==> src/rtl/reaction_pkg.sv <==
// Shared types and constants for the reaction-timer round controller.
package reaction_pkg;

   typedef enum logic [1:0] {
      IDLE   = 2'd0,
      WAIT   = 2'd1,
      GO     = 2'd2,
      RESULT = 2'd3
   } state_t;

   // Default widths of the random source and the time values.
   localparam int LFSR_W_DEF = 12;
   localparam int CNT_W_DEF  = 24;

   // Feedback taps for x^12 + x^6 + x^4 + x + 1 on a shift-left register:
   // bits 11, 5, 3 and 0 are XORed into the new bit 0.
   localparam logic [LFSR_W_DEF-1:0] LFSR_TAPS = 12'h829;

   // "No time recorded yet" marker for the best-time register.
   localparam logic [CNT_W_DEF-1:0] CNT_ALL_ONES = '1;

endpackage

==> src/rtl/lfsr_rand.sv <==
// Free-running Fibonacci LFSR used as the random delay source.
// Seeded with 1 so the register can never reach the all-zero lock-up state.
module lfsr_rand
   import reaction_pkg::*;
#(
   parameter int                LFSR_W = LFSR_W_DEF,
   parameter logic [LFSR_W-1:0] TAPS   = LFSR_TAPS
) (
   input  logic              cin,
   input  logic              reset,
   output logic [LFSR_W-1:0] q
);

   // Shift left every cycle, feeding back the XOR of the tapped bits.
   always_ff @(posedge cin) begin
      if (reset) begin
         q <= LFSR_W'(1);
      end else begin
         q <= {q[LFSR_W-2:0], ^(q & TAPS)};
      end
   end

endmodule

==> src/rtl/reaction_round_ctrl.sv <==
// Reaction-timer round controller: random pre-delay, LED GO phase, tick-based
// reaction measurement with false-start and timeout handling, plus best-time
// and per-set average tracking for the score/display blocks.
module reaction_round_ctrl
   import reaction_pkg::*;
#(
   parameter int CNT_W       = CNT_W_DEF,
   parameter int NUM_LEDS    = 10,
   parameter int LFSR_W      = LFSR_W_DEF,
   parameter int DELAY_BITS  = 10,
   parameter int MIN_DELAY   = 500,
   parameter int TIMEOUT     = 5000,
   parameter int ROUNDS_LOG2 = 2
) (
   input  logic                   cin,
   input  logic                   reset,
   input  logic                   enable,
   input  logic                   start_stop,
   input  logic                   tick,
   input  logic                   clear_best,
   output logic [NUM_LEDS-1:0]    light,
   output logic                   activation,
   output logic                   false_start,
   output logic [CNT_W-1:0]       reaction_time,
   output logic                   time_valid,
   output logic [CNT_W-1:0]       best_time,
   output logic [CNT_W-1:0]       avg_time,
   output logic                   avg_valid,
   output logic [ROUNDS_LOG2-1:0] round_idx
);

   localparam int SUM_W = CNT_W + ROUNDS_LOG2;

   localparam logic [CNT_W-1:0]  MIN_DELAY_C = CNT_W'(MIN_DELAY);
   localparam logic [CNT_W-1:0]  TIMEOUT_C   = CNT_W'(TIMEOUT);
   localparam logic [CNT_W-1:0]  NO_TIME     = {CNT_W{1'b1}};
   localparam logic [LFSR_W-1:0] RAND_MASK   = LFSR_W'((1 << DELAY_BITS) - 1);

   state_t                 state;
   state_t                 next_state;

   logic [LFSR_W-1:0]      lfsr_q;
   logic [CNT_W-1:0]       rand_delay;

   logic [CNT_W-1:0]       delay_cnt;
   logic [CNT_W-1:0]       delay_nxt;
   logic [CNT_W-1:0]       time_cnt;
   logic [CNT_W-1:0]       time_nxt;

   logic                   rec_en;
   logic [CNT_W-1:0]       rec_val;
   logic                   fs_set;
   logic                   fs_clr;

   logic [SUM_W-1:0]       sum;
   logic [SUM_W-1:0]       sum_add;
   logic                   set_done;

   lfsr_rand #(
      .LFSR_W (LFSR_W),
      .TAPS   (LFSR_TAPS)
   ) u_lfsr (
      .cin   (cin),
      .reset (reset),
      .q     (lfsr_q)
   );

   // Masking keeps only the low DELAY_BITS of the LFSR as the random offset.
   assign rand_delay = CNT_W'(lfsr_q & RAND_MASK);

   // Round accumulation: the last round of a set closes it out.
   assign sum_add  = sum + SUM_W'(rec_val);
   assign set_done = (round_idx == {ROUNDS_LOG2{1'b1}});

   // State register.
   always_ff @(posedge cin) begin
      if (reset) begin
         state <= IDLE;
      end else begin
         state <= next_state;
      end
   end

   // Next-state logic, delay/time counter updates and round-record requests.
   always_comb begin
      next_state = state;
      delay_nxt  = delay_cnt;
      time_nxt   = time_cnt;
      rec_en     = 1'b0;
      rec_val    = time_cnt;
      fs_set     = 1'b0;
      fs_clr     = 1'b0;

      if (!enable) begin
         next_state = IDLE;
         delay_nxt  = '0;
         time_nxt   = '0;
      end else begin
         case (state)
            IDLE: begin
               if (start_stop) begin
                  delay_nxt  = MIN_DELAY_C + rand_delay;
                  fs_clr     = 1'b1;
                  next_state = WAIT;
               end
            end

            WAIT: begin
               // A press before the lights wins even on the expiry tick.
               if (start_stop) begin
                  fs_set     = 1'b1;
                  delay_nxt  = '0;
                  next_state = IDLE;
               end else if (tick) begin
                  if (delay_cnt == '0) begin
                     time_nxt   = '0;
                     next_state = GO;
                  end else begin
                     delay_nxt = delay_cnt - CNT_W'(1);
                  end
               end
            end

            GO: begin
               // Stop records the count before any coincident tick lands.
               if (start_stop) begin
                  rec_en     = 1'b1;
                  rec_val    = time_cnt;
                  next_state = RESULT;
               end else if (tick) begin
                  if (time_cnt == TIMEOUT_C - CNT_W'(1)) begin
                     rec_en     = 1'b1;
                     rec_val    = TIMEOUT_C;
                     next_state = RESULT;
                  end else begin
                     time_nxt = time_cnt + CNT_W'(1);
                  end
               end
            end

            RESULT: begin
               next_state = IDLE;
            end

            default: begin
               next_state = IDLE;
            end
         endcase
      end
   end

   // Delay and reaction counters.
   always_ff @(posedge cin) begin
      if (reset) begin
         delay_cnt <= '0;
         time_cnt  <= '0;
      end else begin
         delay_cnt <= delay_nxt;
         time_cnt  <= time_nxt;
      end
   end

   // Registered LED bank and activation, high for exactly the GO cycles.
   always_ff @(posedge cin) begin
      if (reset) begin
         light      <= '0;
         activation <= 1'b0;
      end else begin
         light      <= {NUM_LEDS{next_state == GO}};
         activation <= (next_state == GO);
      end
   end

   // False-start flag: set by an early press, cleared by the next start.
   always_ff @(posedge cin) begin
      if (reset) begin
         false_start <= 1'b0;
      end else if (fs_set) begin
         false_start <= 1'b1;
      end else if (fs_clr) begin
         false_start <= 1'b0;
      end
   end

   // Round result, running sum, set index and average; results land on the
   // edge into RESULT so time_valid is high during the RESULT cycle.
   always_ff @(posedge cin) begin
      if (reset) begin
         reaction_time <= '0;
         time_valid    <= 1'b0;
         avg_time      <= '0;
         avg_valid     <= 1'b0;
         round_idx     <= '0;
         sum           <= '0;
      end else begin
         time_valid <= 1'b0;
         avg_valid  <= 1'b0;
         if (rec_en) begin
            reaction_time <= rec_val;
            time_valid    <= 1'b1;
            round_idx     <= round_idx + ROUNDS_LOG2'(1);
            if (set_done) begin
               avg_time  <= CNT_W'(sum_add >> ROUNDS_LOG2);
               avg_valid <= 1'b1;
               sum       <= '0;
            end else begin
               sum <= sum_add;
            end
         end
      end
   end

   // Best time: a coincident result beats a clear, otherwise strict minimum.
   always_ff @(posedge cin) begin
      if (reset) begin
         best_time <= NO_TIME;
      end else if (rec_en && (clear_best || (rec_val < best_time))) begin
         best_time <= rec_val;
      end else if (clear_best) begin
         best_time <= NO_TIME;
      end
   end

endmodule

==> config.mk <==
export PLATFORM = sky130hd
export DESIGN_NAME = reaction_round_ctrl
export DESIGN_NICKNAME = d
export VERILOG_FILES = /design/src/rtl/reaction_pkg.sv /design/src/rtl/lfsr_rand.sv /design/src/rtl/reaction_round_ctrl.sv
export SDC_FILE = /design/constraint.sdc
export NUM_CORES = 1
export LEC_CHECK = 0
export ABC_CLOCK_PERIOD_IN_PS = 8800
export CAP_MARGIN = 20
export CORE_ASPECT_RATIO = 1.5
export CORE_MARGIN = 5
export CORE_UTILIZATION = 60
export DETAILED_ROUTE_END_ITERATION = 8
export PLACE_DENSITY = 0.84
export SLEW_MARGIN = 20
export SYNTH_ARGS = -nofsm -noshare
export SYNTH_HDL_FRONTEND = slang
export SYNTH_SLANG_ARGS = --single-unit
==> constraint.sdc <==
create_clock -name cin -period 8.8 [get_ports cin]
set_input_delay 1.76 -clock cin [delete_from_list [all_inputs] [get_ports cin]]
set_output_delay 1.76 -clock cin [all_outputs]
set_load 0.01 [all_outputs]
==> out/metrics.csv, run 1 <==
stage,metric,value,unit
status,outcome,completed,
floorplan,die footprint,17300,sq um
yosys,number of flops mapped to enable cells by yosys,0,
detailed_routing,vias post-DR,7967,
clock_tree,clock root cell,clkbuf_16,
sta,Final Max Tran Viols,0,
grt,Tot GR Track Use,26.6,%
yosys,post-synthesis sequential area ratio,37.5,%
worst_setup_path,Critical Path Start,start_stop,
clock_tree,Sink Count,166,
grt,first-pass GRT wire length,37400,microns
sta,Slew @ Worst Pin,1060,ps
pwr,clock share of power,47.5,%
placement,routability cong.,0.957,
clock_tree,H-tree Lvls,4,
yosys,Syn. warnings,0,
yosys,dominant cell type by area after synthesis,dfxtp_1,
yosys,mapped cell area,8850,sq um
placement,Post-Place Setup Slack,3400,ps
grt,initial antenna violation count,0,
sta,headroom to the max-slew limit,29.5,%
final_layout,ant diodes,0,
sta,Peak Freq,0.197,GHz
sta,setup_tns,0,ps
grt,total gr overflow,0,
yosys,Mean Syn Cell Area,8.14,sq um
pwr,sequential fraction of design power,47.2,%
yosys,top cell type's share of synthesized area,37.5,%
yosys,Synth cell types,70,
final_layout,final net count,1177,
flow_run,MaxCap Viol Count,0,
final_layout,P&R area growth vs syn,16.2,%
floorplan,die height,159,microns
pwr,Pleak,4.16,nW
clock_tree,CTS Hold Bufs,0,
pwr,Comb pwr share,5.3,%
worst_hold_path,Hold Crit Class,reg2reg,
sta,Final Cycle Share,57.8,%
sta,Final Skew,7.91,ps
detailed_routing,drt pass-1 iters,5,
clock_tree,postcts setup bufs,0,
worst_hold_path,hold path startpoint,u_lfsr.q[10]$_SDFF_PP0_,
yosys,largest cells by area after synthesis,"dfxtp_1, ha_1, nor2_1",
sta,Finish-stage setup viols,0,
detailed_routing,Wirelength per Cell,17.1,microns
worst_setup_path,crit path kind,in2reg,
floorplan,Initial Utilization,60.9,%
sta,"Hold Vio Cnt, Final",0,
clock_tree,CTS resizes,0,
worst_setup_path,CP Depth,13,
sta,RSZ-0062 raised after global routing,no,
yosys,dominant synthesized flop cell,dfxtp_1,
yosys,top-count cell post-synth,dfxtp_1,
floorplan,Die Width,109,microns
detailed_routing,residual DRC count,0,
pwr,switch share,22.9,%
detailed_routing,Routed Antenna Nets,0,
floorplan,core area,14500,sq um
floorplan,I/O Pins,94,
worst_setup_path,"Req. time, crit path",9090,ps
worst_setup_path,Critical Path AT,5380,ps
detailed_routing,final wirelength,22700,microns
pwr,Int Power,1.25,mW
placement,DP Wirelength,15800,microns
yosys,Commonest cells post-synth,"dfxtp_1, nor2_1, nand2_1",
pwr,PwrDens,157,nW/um^2
final_layout,share of cells above drive strength 1,5.39,%
floorplan,Rows,54,
grt,vias in the first global route,7800,
worst_setup_path,max incr delay on CP,520,ps
yosys,syn_nets,1145,
yosys,Mapped Cells,1087,
worst_setup_path,Crit. End Element,flop,
sta,setup slack after layout,3720,ps
clock_tree,Longest Clk Path Bufs,2,
worst_setup_path,CP Max Fanout,7,
grt,largest net degree at the start of global routing,65,
clock_tree,TritonCTS clock tree,yes,
yosys,ys async rst share,0,%
worst_setup_path,CP bufs+invs,2,
yosys,"flops & latches, synth",166,
clock_tree,Worst-Skew Late Latency,440,ps
clock_tree,clock-pin transition on the worst setup and hold timing paths,60,ps
detailed_routing,Iter 0 DRT Violations,585,
worst_setup_path,slowest CP cell,clkdlybuf4s50_1,
worst_setup_path,crit-path cells,clkdlybuf4s50_1 -> inv_1 -> nand2_1 -> o41a_1 -> ha_1 -> fa_1 -> a211oi_1 -> o211ai_1 -> a22oi_1 -> o2111ai_1 -> a21boi_1 -> or4b_1 -> a31oi_1,
worst_setup_path,worst r2r src,time_cnt[0]$_SDFFE_PP0P_,
placement,Port Buffers,93,
worst_setup_path,CP Launch Type,input port,
worst_hold_path,Min-Delay Path Depth,1,
clock_tree,CTS Buf Count,17,
pwr,switching pwr,0.370,mW
worst_setup_path,"CP delay by family, top",compound AO/OA/AOI/OAI gates,
detailed_routing,Vias/cell,6.00,
sta,min cycle time layout,5080,ps
final_layout,Layout fillers,1140,
pwr,VDD IR max,0.100,mV
worst_setup_path,R2R depth,13,
## routing by layer
layer,global-route usage [%],vias to the layer above,share of wire [%]
li1,-,3822,-
met1,28.8,3763,38
met2,48.0,307,52
met3,5.81,75,5.9
met4,12.4,0,4.3
met5,0,-,0
## placed cells by master, fill, tap and decap left out, types with 4 or more instances in the layout
master	n
nand2b_1	6
buf_4	8
nor2b_1	18
and3_1	16
o21a_1	6
dfxtp_1	166
o21ai_1	4
a31oi_1	5
and2_1	7
or4_1	4
or2_2	7
xor2_1	38
inv_1	38
ha_1	51
o22ai_1	4
a32oi_1	6
clkdlybuf4s50_1	92
clkbuf_16	17
nand2_1	106
or3_1	11
nor2_1	152
nor4_1	7
a22oi_1	11
mux2i_1	26
clkinvlp_4	5
xnor2_1	21
nand4_1	20
a21oi_1	88
nor3_1	17
o211ai_1	6
a211oi_1	12
o21ai_0	38
o311ai_0	4
a21o_1	13
nand3b_1	4
nand3_1	33
## power groups by stage
| stage | logic, mW | registers, mW | clock network, mW |
|---|---|---|---|
| after floorplan | 0.0657 | 0.779 | 0 |
| after detailed placement | 0.0834 | 0.781 | 0 |
| after global routing | 0.0947 | 0.765 | 0.811 |
| after CTS | 0.0846 | 0.764 | 0.774 |
| final | 0.0853 | 0.764 | 0.768 |
| after global placement | 0.0822 | 0.780 | 0 |
## layout make-up
cell class,instances,area (sq um),share of cell area [%]
clock buffers,21,460,4.48
clock inverters,11,150,1.46
inverters,38,143,1.39
multi-input cells,796,4990,48.5
flip-flops and latches,166,3320,32.3
well taps,196,245,2.38
repair buffers,100,981,9.53
## per-stage QoR
stage | cells | total power [mW] | util (%) | area [sq um] | hold slack, ps
global placement | 1296 | 0.863 | 66.6 | 9680 | 429
global route | 1328 | 1.67 | 70.8 | 10300 | 460
CTS | 1328 | 1.62 | 70.8 | 10300 | 445
detailed placement | 1296 | 0.864 | 66.6 | 9680 | 428
finish | 1328 | 1.62 | 70.8 | 10300 | 441
floorplan | 1087 | 0.845 | - | 8850 | 414
## registers in the layout, indices dropped and copies added (netlist names)
name and flops:
sum 26, avg_time 24, best_time 24, delay_cnt 24, reaction_time 24, time_cnt 24
u_lfsr.q 12, round_idx 2, state 2, activation 1, avg_valid 1, false_start 1
time_valid 1
## logic make-up after synthesis
logic type	share of synthesized area [%]
AOI/OAI and AO/OA	16.3
xor gates and xnor gates	5.84
adders and majority gates	7.43
buffers and inverters	6.16
DFF	37.5
muxes	3.07
and+or+nand+nor	23.6
## worst paths after layout
kind,to,slack (ps)
hold reg to reg,u_lfsr.q[11]$_SDFF_PP0_,440
setup reg to reg,sum[24]$_SDFFE_PP0P_,4570
hold / removal,u_lfsr.q[11]$_SDFF_PP0_,440
setup / recovery,sum[24]$_SDFFE_PP0P_,3720
No activity file was read; power rests on OpenSTA's default activity.
==> run 2, diff against run 1 <==
--- a/config.mk
+++ b/config.mk
@@ -5,13 +5,13 @@
 export SDC_FILE = /design/constraint.sdc
 export NUM_CORES = 1
 export LEC_CHECK = 0
-export ABC_CLOCK_PERIOD_IN_PS = 8800
+export ABC_CLOCK_PERIOD_IN_PS = 4600
 export CAP_MARGIN = 20
 export CORE_ASPECT_RATIO = 1.5
 export CORE_MARGIN = 5
-export CORE_UTILIZATION = 60
+export CORE_UTILIZATION = 52
 export DETAILED_ROUTE_END_ITERATION = 8
-export PLACE_DENSITY = 0.84
+export PLACE_DENSITY = 0.77
 export SLEW_MARGIN = 20
 export SYNTH_ARGS = -nofsm -noshare
 export SYNTH_HDL_FRONTEND = slang
==> constraint.sdc (replaced) <==
create_clock -name cin -period 4.6 [get_ports cin]
set_input_delay 0.92 -clock cin [delete_from_list [all_inputs] [get_ports cin]]
set_output_delay 0.92 -clock cin [all_outputs]
set_load 0.01 [all_outputs]
==> run 2 against run 1 <==
Against the previous run: power rose by 81%; die area rose by 14%; final area rose by 0.49%; critical path depth fell by 1; non-clock buffer count rose by 13; critical endpoint unchanged; clock power rose by 71%; highest routed layer unchanged; sequential share of layout area fell by 0.16 points; clock-buffer cell count fell by 3; wire length rose by 1.4%.
==> out/metrics.csv, run 2 (same netlist as run 1, synthesis figures left out) <==
stage,metric,value,unit,change
grt,initial antenna violation count,0,,unchanged
clock_tree,TritonCTS clock tree,yes,,
final_layout,most frequent cells in the layout,"dfxtp_1, nor2_1, nand2_1, clkdlybuf4s50_1, a21oi_1",,
floorplan,Initial Utilization,52.8,%,-8.1 points
grt,first-pass GRT wire length,37300,microns,about the same
final_layout,"Cell Count, Final, Fillers Out",1355,,+2.0%
grt,vias in the first global route,7764,,-0.46%
pwr,VDD IR max,0.248,mV,+150%
pwr,Pleak,4.20,nW,+0.91%
pwr,total power,2.93,mW,+81%
detailed_routing,final wirelength,23100,microns,+1.4%
placement,Port Buffers,93,,unchanged
worst_hold_path,Hold Crit Class,reg2reg,,
sta,RSZ-0062 raised after global routing,no,,
clock_tree,postcts setup bufs,0,,unchanged
sta,min cycle time layout,4010,ps,
floorplan,Rows,58,,+7.4%
placement,placed cells,1323,,+2.1%
clock_tree,Sink Count,166,,unchanged
clock_tree,clock-pin transition on the worst setup and hold timing paths,60,ps,about the same
detailed_routing,residual DRC count,0,,unchanged
clock_tree,clock root cell,clkbuf_16,,
sta,Final Skew,9.43,ps,+1.51 ps
detailed_routing,Routed Antenna Nets,0,,unchanged
final_layout,P&R area growth vs syn,16.8,%,
detailed_routing,drt pass-1 iters,6,,+1
placement,DP Wirelength,16700,microns,+5.8%
final_layout,Layout Utilization,61.7,%,-9.2 points
worst_setup_path,CP Launch Type,flop,,
placement,routability cong.,0.938,,-1.9%
worst_setup_path,Critical Path AT,4300,ps,-1080 ps
sta,Final Cycle Share,87.2,%,
floorplan,core area,16800,sq um,+15%
sta,headroom to the max-slew limit,37.5,%,+8.0 points
worst_setup_path,CP Max Fanout,8,,+1
sta,Final Max Tran Viols,0,,unchanged
sta,setup_tns,0,ps,unchanged
detailed_routing,vias post-DR,7852,,-1.4%
final_layout,most flop-heavy register,sum,,
detailed_routing,Vias/cell,5.79,,-3.4%
sta,"Hold Vio Cnt, Final",0,,unchanged
clock_tree,CTS resizes,0,,unchanged
final_layout,share of cells above drive strength 1,6.55,%,+1.2 points
floorplan,I/O Pins,94,,unchanged
pwr,PwrDens,284,nW/um^2,+80%
final_layout,ant diodes,0,,unchanged
clock_tree,H-tree Lvls,4,,unchanged
clock_tree,Longest Clk Path Bufs,2,,unchanged
final_layout,final net count,1190,,+1.1%
grt,total gr overflow,0,,unchanged
clock_tree,CTS Hold Bufs,0,,unchanged
status,outcome,completed,,
floorplan,die footprint,19800,sq um,+14%
clock_tree,Worst-Skew Late Latency,440,ps,about the same
sta,final hold slack,454,ps,+12.6 ps
sta,Slew @ Worst Pin,938,ps,-117 ps
worst_setup_path,Crit. End Element,flop,,
sta,Finish-stage setup viols,0,,unchanged
floorplan,die height,170,microns,+6.9%
final_layout,Largest register FFs,26,,unchanged
floorplan,Die Width,117,microns,+6.7%
flow_run,MaxCap Viol Count,0,,unchanged
worst_setup_path,crit path kind,reg2reg,,
sta,Peak Freq,0.249,GHz,
detailed_routing,Wirelength per Cell,17.0,microns,-0.64%
clock_tree,CTS Buf Count,17,,unchanged
final_layout,"commonest non-fill, non-tap cell in the layout",dfxtp_1,,
detailed_routing,Iter 0 DRT Violations,452,,-23%
grt,Tot GR Track Use,23.6,%,-3.0 points
grt,largest net degree at the start of global routing,81,,+25%
worst_setup_path,"Req. time, crit path",4880,ps,-4210 ps
## run 2: cell types whose count changed in the layout (fill, tap and decap cells not counted)
cell        before  now
buf_4            8   20
bufinv_16        3    0
clkinv_2         1    4
clkbuf_8         2    0
inv_6            0    2
a2111oi_0        2    1
a2111oi_1        0    1
buf_12           0    1
clkbuf_1         2    1
clkinv_4         2    1
clkinvlp_4       5    6
inv_8            0    1
## run 2: worst max-delay path: stages, from the launching register on
cell       delay [ps]
dfxtp_1           440
nor4_2            390
nand4_2           280
nor4_1            550
nor2b_1           200
fa_1              490
a211oi_1          310
o211ai_1          190
a22oi_1           290
o2111ai_1         190
a21boi_1          270
or4b_1            160
a31oi_1            70
## run 2: power by group
| part | internal [mW] | leakage [nW] | switching [mW] |
|---|---|---|---|
| logic | 0.0583 | 2.61 | 0.107 |
| clock network | 0.692 | 0.246 | 0.614 |
| registers | 1.45 | 1.34 | 0.0125 |
## run 2: stage by stage
step,area [sq um],setup WS (ps)
floorplan,8850,1050
global placement,9810,291
detailed placement,9810,241
CTS,10300,637
global route,10300,371
finish,10300,588
## run 2: area by class of cell
class	instances	area, sq um
fill	1479	6420
inverter	38	143
clock buffer	18	429
sequential	166	3320
clock inverter	14	103
tap	210	263
multi-input combinational	796	4990
timing repair buffer	113	1090
## run 2: worst paths after layout
kind,from,to,slack [ps],cells past startpoint
setup / recovery,time_cnt[19]$_SDFFE_PP0P_,sum[24]$_SDFFE_PP0P_,590,12
hold / removal,avg_time[6]$_SDFFE_PP0P_,avg_time[6]$_SDFFE_PP0P_,450,2
setup reg to reg,time_cnt[19]$_SDFFE_PP0P_,sum[24]$_SDFFE_PP0P_,590,12
hold reg to reg,avg_time[6]$_SDFFE_PP0P_,avg_time[6]$_SDFFE_PP0P_,450,2
## run 2: metal layers
layer / track usage, % / part of all wire, % / wire [microns] / vias up
met5: 0 / 0 / 0 / -
met4: 12.5 / 4.1 / 938 / 0
met3: 3.75 / 3.9 / 895 / 75
met2: 42.7 / 53 / 12100 / 228
met1: 25.9 / 39 / 9080 / 3694
li1: - / - / - / 3855
==> edit (flow settings as in run 2) <==
Compare `time_cnt` against `TIMEOUT_C - CNT_W'(1)` with >= in place of ==.
--- a/src/rtl/reaction_round_ctrl.sv
+++ b/src/rtl/reaction_round_ctrl.sv
@@ -130,3 +130,3 @@
                end else if (tick) begin
-                  if (time_cnt == TIMEOUT_C - CNT_W'(1)) begin
+                  if (time_cnt >= TIMEOUT_C - CNT_W'(1)) begin
                      rec_en     = 1'b1;
Check against the original RTL: same outputs for any inputs over 4 cycles, from zero or initial values and one cycle with reset high; that may be too few to reach the edited logic, so the function may still have changed.
==> edit against run 2 <==
Total power up 5.6%. Clock power up 14%. Routed wire length down 2.4%. Area after synthesis down 5.7%. Core utilization up 3.2 points. Final area down 1.5%. Setup slack worse by 0.20 ns. Cell count down 1.8%. Via count down 1.2%. Global-route usage up 0.50 points. Sequential cell count unchanged. Synthesized cell count down 5.9%. Hold slack worse by 0.00077 ns. Largest cell class unchanged.
==> edit: results (changes against run 2) <==
stage	metric	value	unit	change
outcome	status	completed		unchanged
sta	worst hold margin	0.453	ns	was 0.454 ns
synthesis	register area share after synthesis	39.8	%	was 37.5%
clock_network	Reg clk slew, reported paths	0.07	ns	
clock_network	Root Driver	clkbuf_16		unchanged
setup_path	CP Max Fanout	6		was 8
min_path	hold_sp	reaction_time[17]		was avg_time[6]
setup_path	Reg-to-Reg Start	time_cnt[0]		was time_cnt[19]
clock_network	Max Root-Sink Buffers	2		unchanged
finish	fin nets	1173		was 1190
finish	max reg flops	26		unchanged
synthesis	multiplexer share of the synthesized area	0.120	%	was 3.07%
clock_network	H-tree Lvls	4		unchanged
pwr	Pleak	4.35	nW	was 4.20 nW
synthesis	main area contributors after synthesis	dfxtp_1 (40%), ha_1 (7.6%), nand2_1 (5.8%)		was dfxtp_1 (38%), ha_1 (7.2%), nor2_1 (6.4%)
placement	Place WS	0.0193	ns	was 0.241 ns
setup_path	Worst R2R End	avg_time[22]		was sum[24]
placement	Final HPWL DP	16400	µm	was 16700 µm
placement	port bufs	93		unchanged
synthesis	Post-synth top cells	dfxtp_1 (166), nand2_1 (128), nor2_1 (111)		was dfxtp_1 (166), nor2_1 (152), nand2_1 (107)
synthesis	synth warn	0		unchanged
finish	Largest Register	sum		unchanged
synthesis	synth unique cells	57		was 70
setup_path	Worst Reg2Reg Path Length in Cells	19		was 12
min_path	WHS Endpoint	reaction_time[17]		was avg_time[6]
synthesis	Mapped Nets	1081		was 1145
route	DRT iter0 DRCs	411		was 452
min_path	Worst Hold Depth	2		unchanged
clock_network	Clock Latency Late Sink	0.43	ns	
global_routing	pin count of the biggest net entering global routing	92		was 81
clock_network	Setup Fix Bufs, Post-CTS	0		unchanged
synthesis	number of synthesized flops with an enable pin	0		unchanged
synthesis	Synth Area in Compound Gates	19.7	%	was 16.3%
placement	placed cell area	9570	µm²	was 9810 µm²
route	DR pass1 iterations	5		was 6
clock_network	Post-CTS Resized	0		unchanged
global_routing	first-pass GRT wire length	36200	µm	was 37300 µm
clock_network	TritonCTS Buffers	17		unchanged
setup_path	reg2reg setup slack	0.51	ns	was 0.59 ns
sta	Slew HR	33.6	%	was 37.5%
global_routing	initial antenna violation count	0		unchanged
placement	Placer Congestion	0.949		was 0.938
min_path	HP Class	reg -> reg		unchanged
pwr	Peak VDD IR	0.255	mV	was 0.248 mV
finish	ratio of cells with drive above 1 in the final layout	7.00	%	was 6.55%
global_routing	vias in the first global route	7465		was 7764
finish	number of diodes	0		unchanged
global_routing	GRT Util Overall	24.1	%	was 23.6%
sta	Worst Skew	0.00845	ns	was 0.00943 ns
setup_path	critical path arrival	4.55	ns	was 4.30 ns
synthesis	FFs w/ async S/R, synth	0	%	unchanged
synthesis	post-synthesis xor/xnor area fraction	5.46	%	was 5.84%
route	per-cell routed wire length	16.9	µm	was 17.0 µm
synthesis	Adder-Cell Fraction of Synth Area	7.89	%	was 7.43%
route	Vias per Instance	5.83		was 5.79
-- edit: cell types whose count changed after synthesis, moves of 9 or more --
cell / run 2 / this run
a2bb2oi_1: 0 / 25
and3_1: 16 / 2
clkbuf_1: 67 / 40
inv_1: 38 / 67
mux2i_1: 26 / 1
nand2_1: 107 / 128
nand4_1: 20 / 11
nor2_1: 152 / 111
nor3_1: 17 / 30
o21ai_0: 38 / 29
xnor2_1: 21 / 30
xor2_1: 38 / 22
-- edit: area by class of cell --
| cell class | instances | area (µm²) |
|---|---|---|
| fillers | 1333 | 5510 |
| well taps | 203 | 254 |
| clock inverters | 14 | 174 |
| multi-input cells | 737 | 4570 |
| inverters | 67 | 251 |
| repair buffers | 126 | 1170 |
| clock buffers | 18 | 439 |
| flip-flops and latches | 166 | 3320 |
-- edit: per-stage QoR --
stage | total power, mW | std cells | utilization [%]
after floorplan | 1.60 | 1023 | -
after global placement | 1.64 | 1299 | 61.0
after detailed placement | 1.64 | 1299 | 61.0
after CTS | 3.12 | 1331 | 64.9
after global routing | 3.19 | 1331 | 64.9
final | 3.10 | 1331 | 64.9
-- edit: logic make-up (layout without fill, tap and decap cells) --
kind of cell | count (synthesis) | count (layout)
adders and majority gates | 52 | 52
and+or+nand+nor | 380 | 380
DFF | 166 | 166
xor gates and xnor gates | 52 | 52
buffers and inverters | 120 | 225
muxes | 1 | 1
AOI/OAI and AO/OA | 252 | 252
-- edit: critical path, cell delays in order --
cell and delay [ns]:
clkdlybuf4s50_1 0.48, inv_1 0.05, nor2_1 0.17, nand3_1 0.16, o21bai_2 0.28, buf_4 0.17
nand2_1 0.08, inv_1 0.09, ha_1 0.36, o211ai_1 0.14, o211ai_1 0.22, a22oi_1 0.16
nor4b_1 0.35, o21ai_0 0.15, a211oi_1 0.39, xnor2_1 0.12, a211oi_1 0.23
-- edit: routing by layer --
metal | GRT usage (%) | vias up | routed length [µm]
li1 | - | 3749 | -
met1 | 26.9 | 3719 | 8940
met2 | 44.1 | 230 | 11700
met3 | 4.48 | 63 | 982
met4 | 11.0 | 0 | 845
met5 | 0 | - | 0
-- edit: where the power goes --
part | internal (mW) | total (mW) | switching (mW)
sequential | 1.45 | 1.46 | 0.0118
clock | 0.875 | 1.49 | 0.611
combinational | 0.0593 | 0.152 | 0.0923
total | 2.38 | 3.10 | 0.715
-- edit: worst max-delay path by stage --
stage | start | cells past startpoint | slack (ns) | endpoint
floorplan | tick | 18 | 0.32 | avg_time[22]
global placement | tick | 18 | 0.08 | best_time[21]
detailed placement | tick | 18 | 0.02 | best_time[8]
CTS | time_cnt[0] | 19 | 0.39 | avg_time[22]
global route | tick | 17 | 0.006 | avg_time[23]
finish | tick | 17 | 0.39 | avg_time[23]
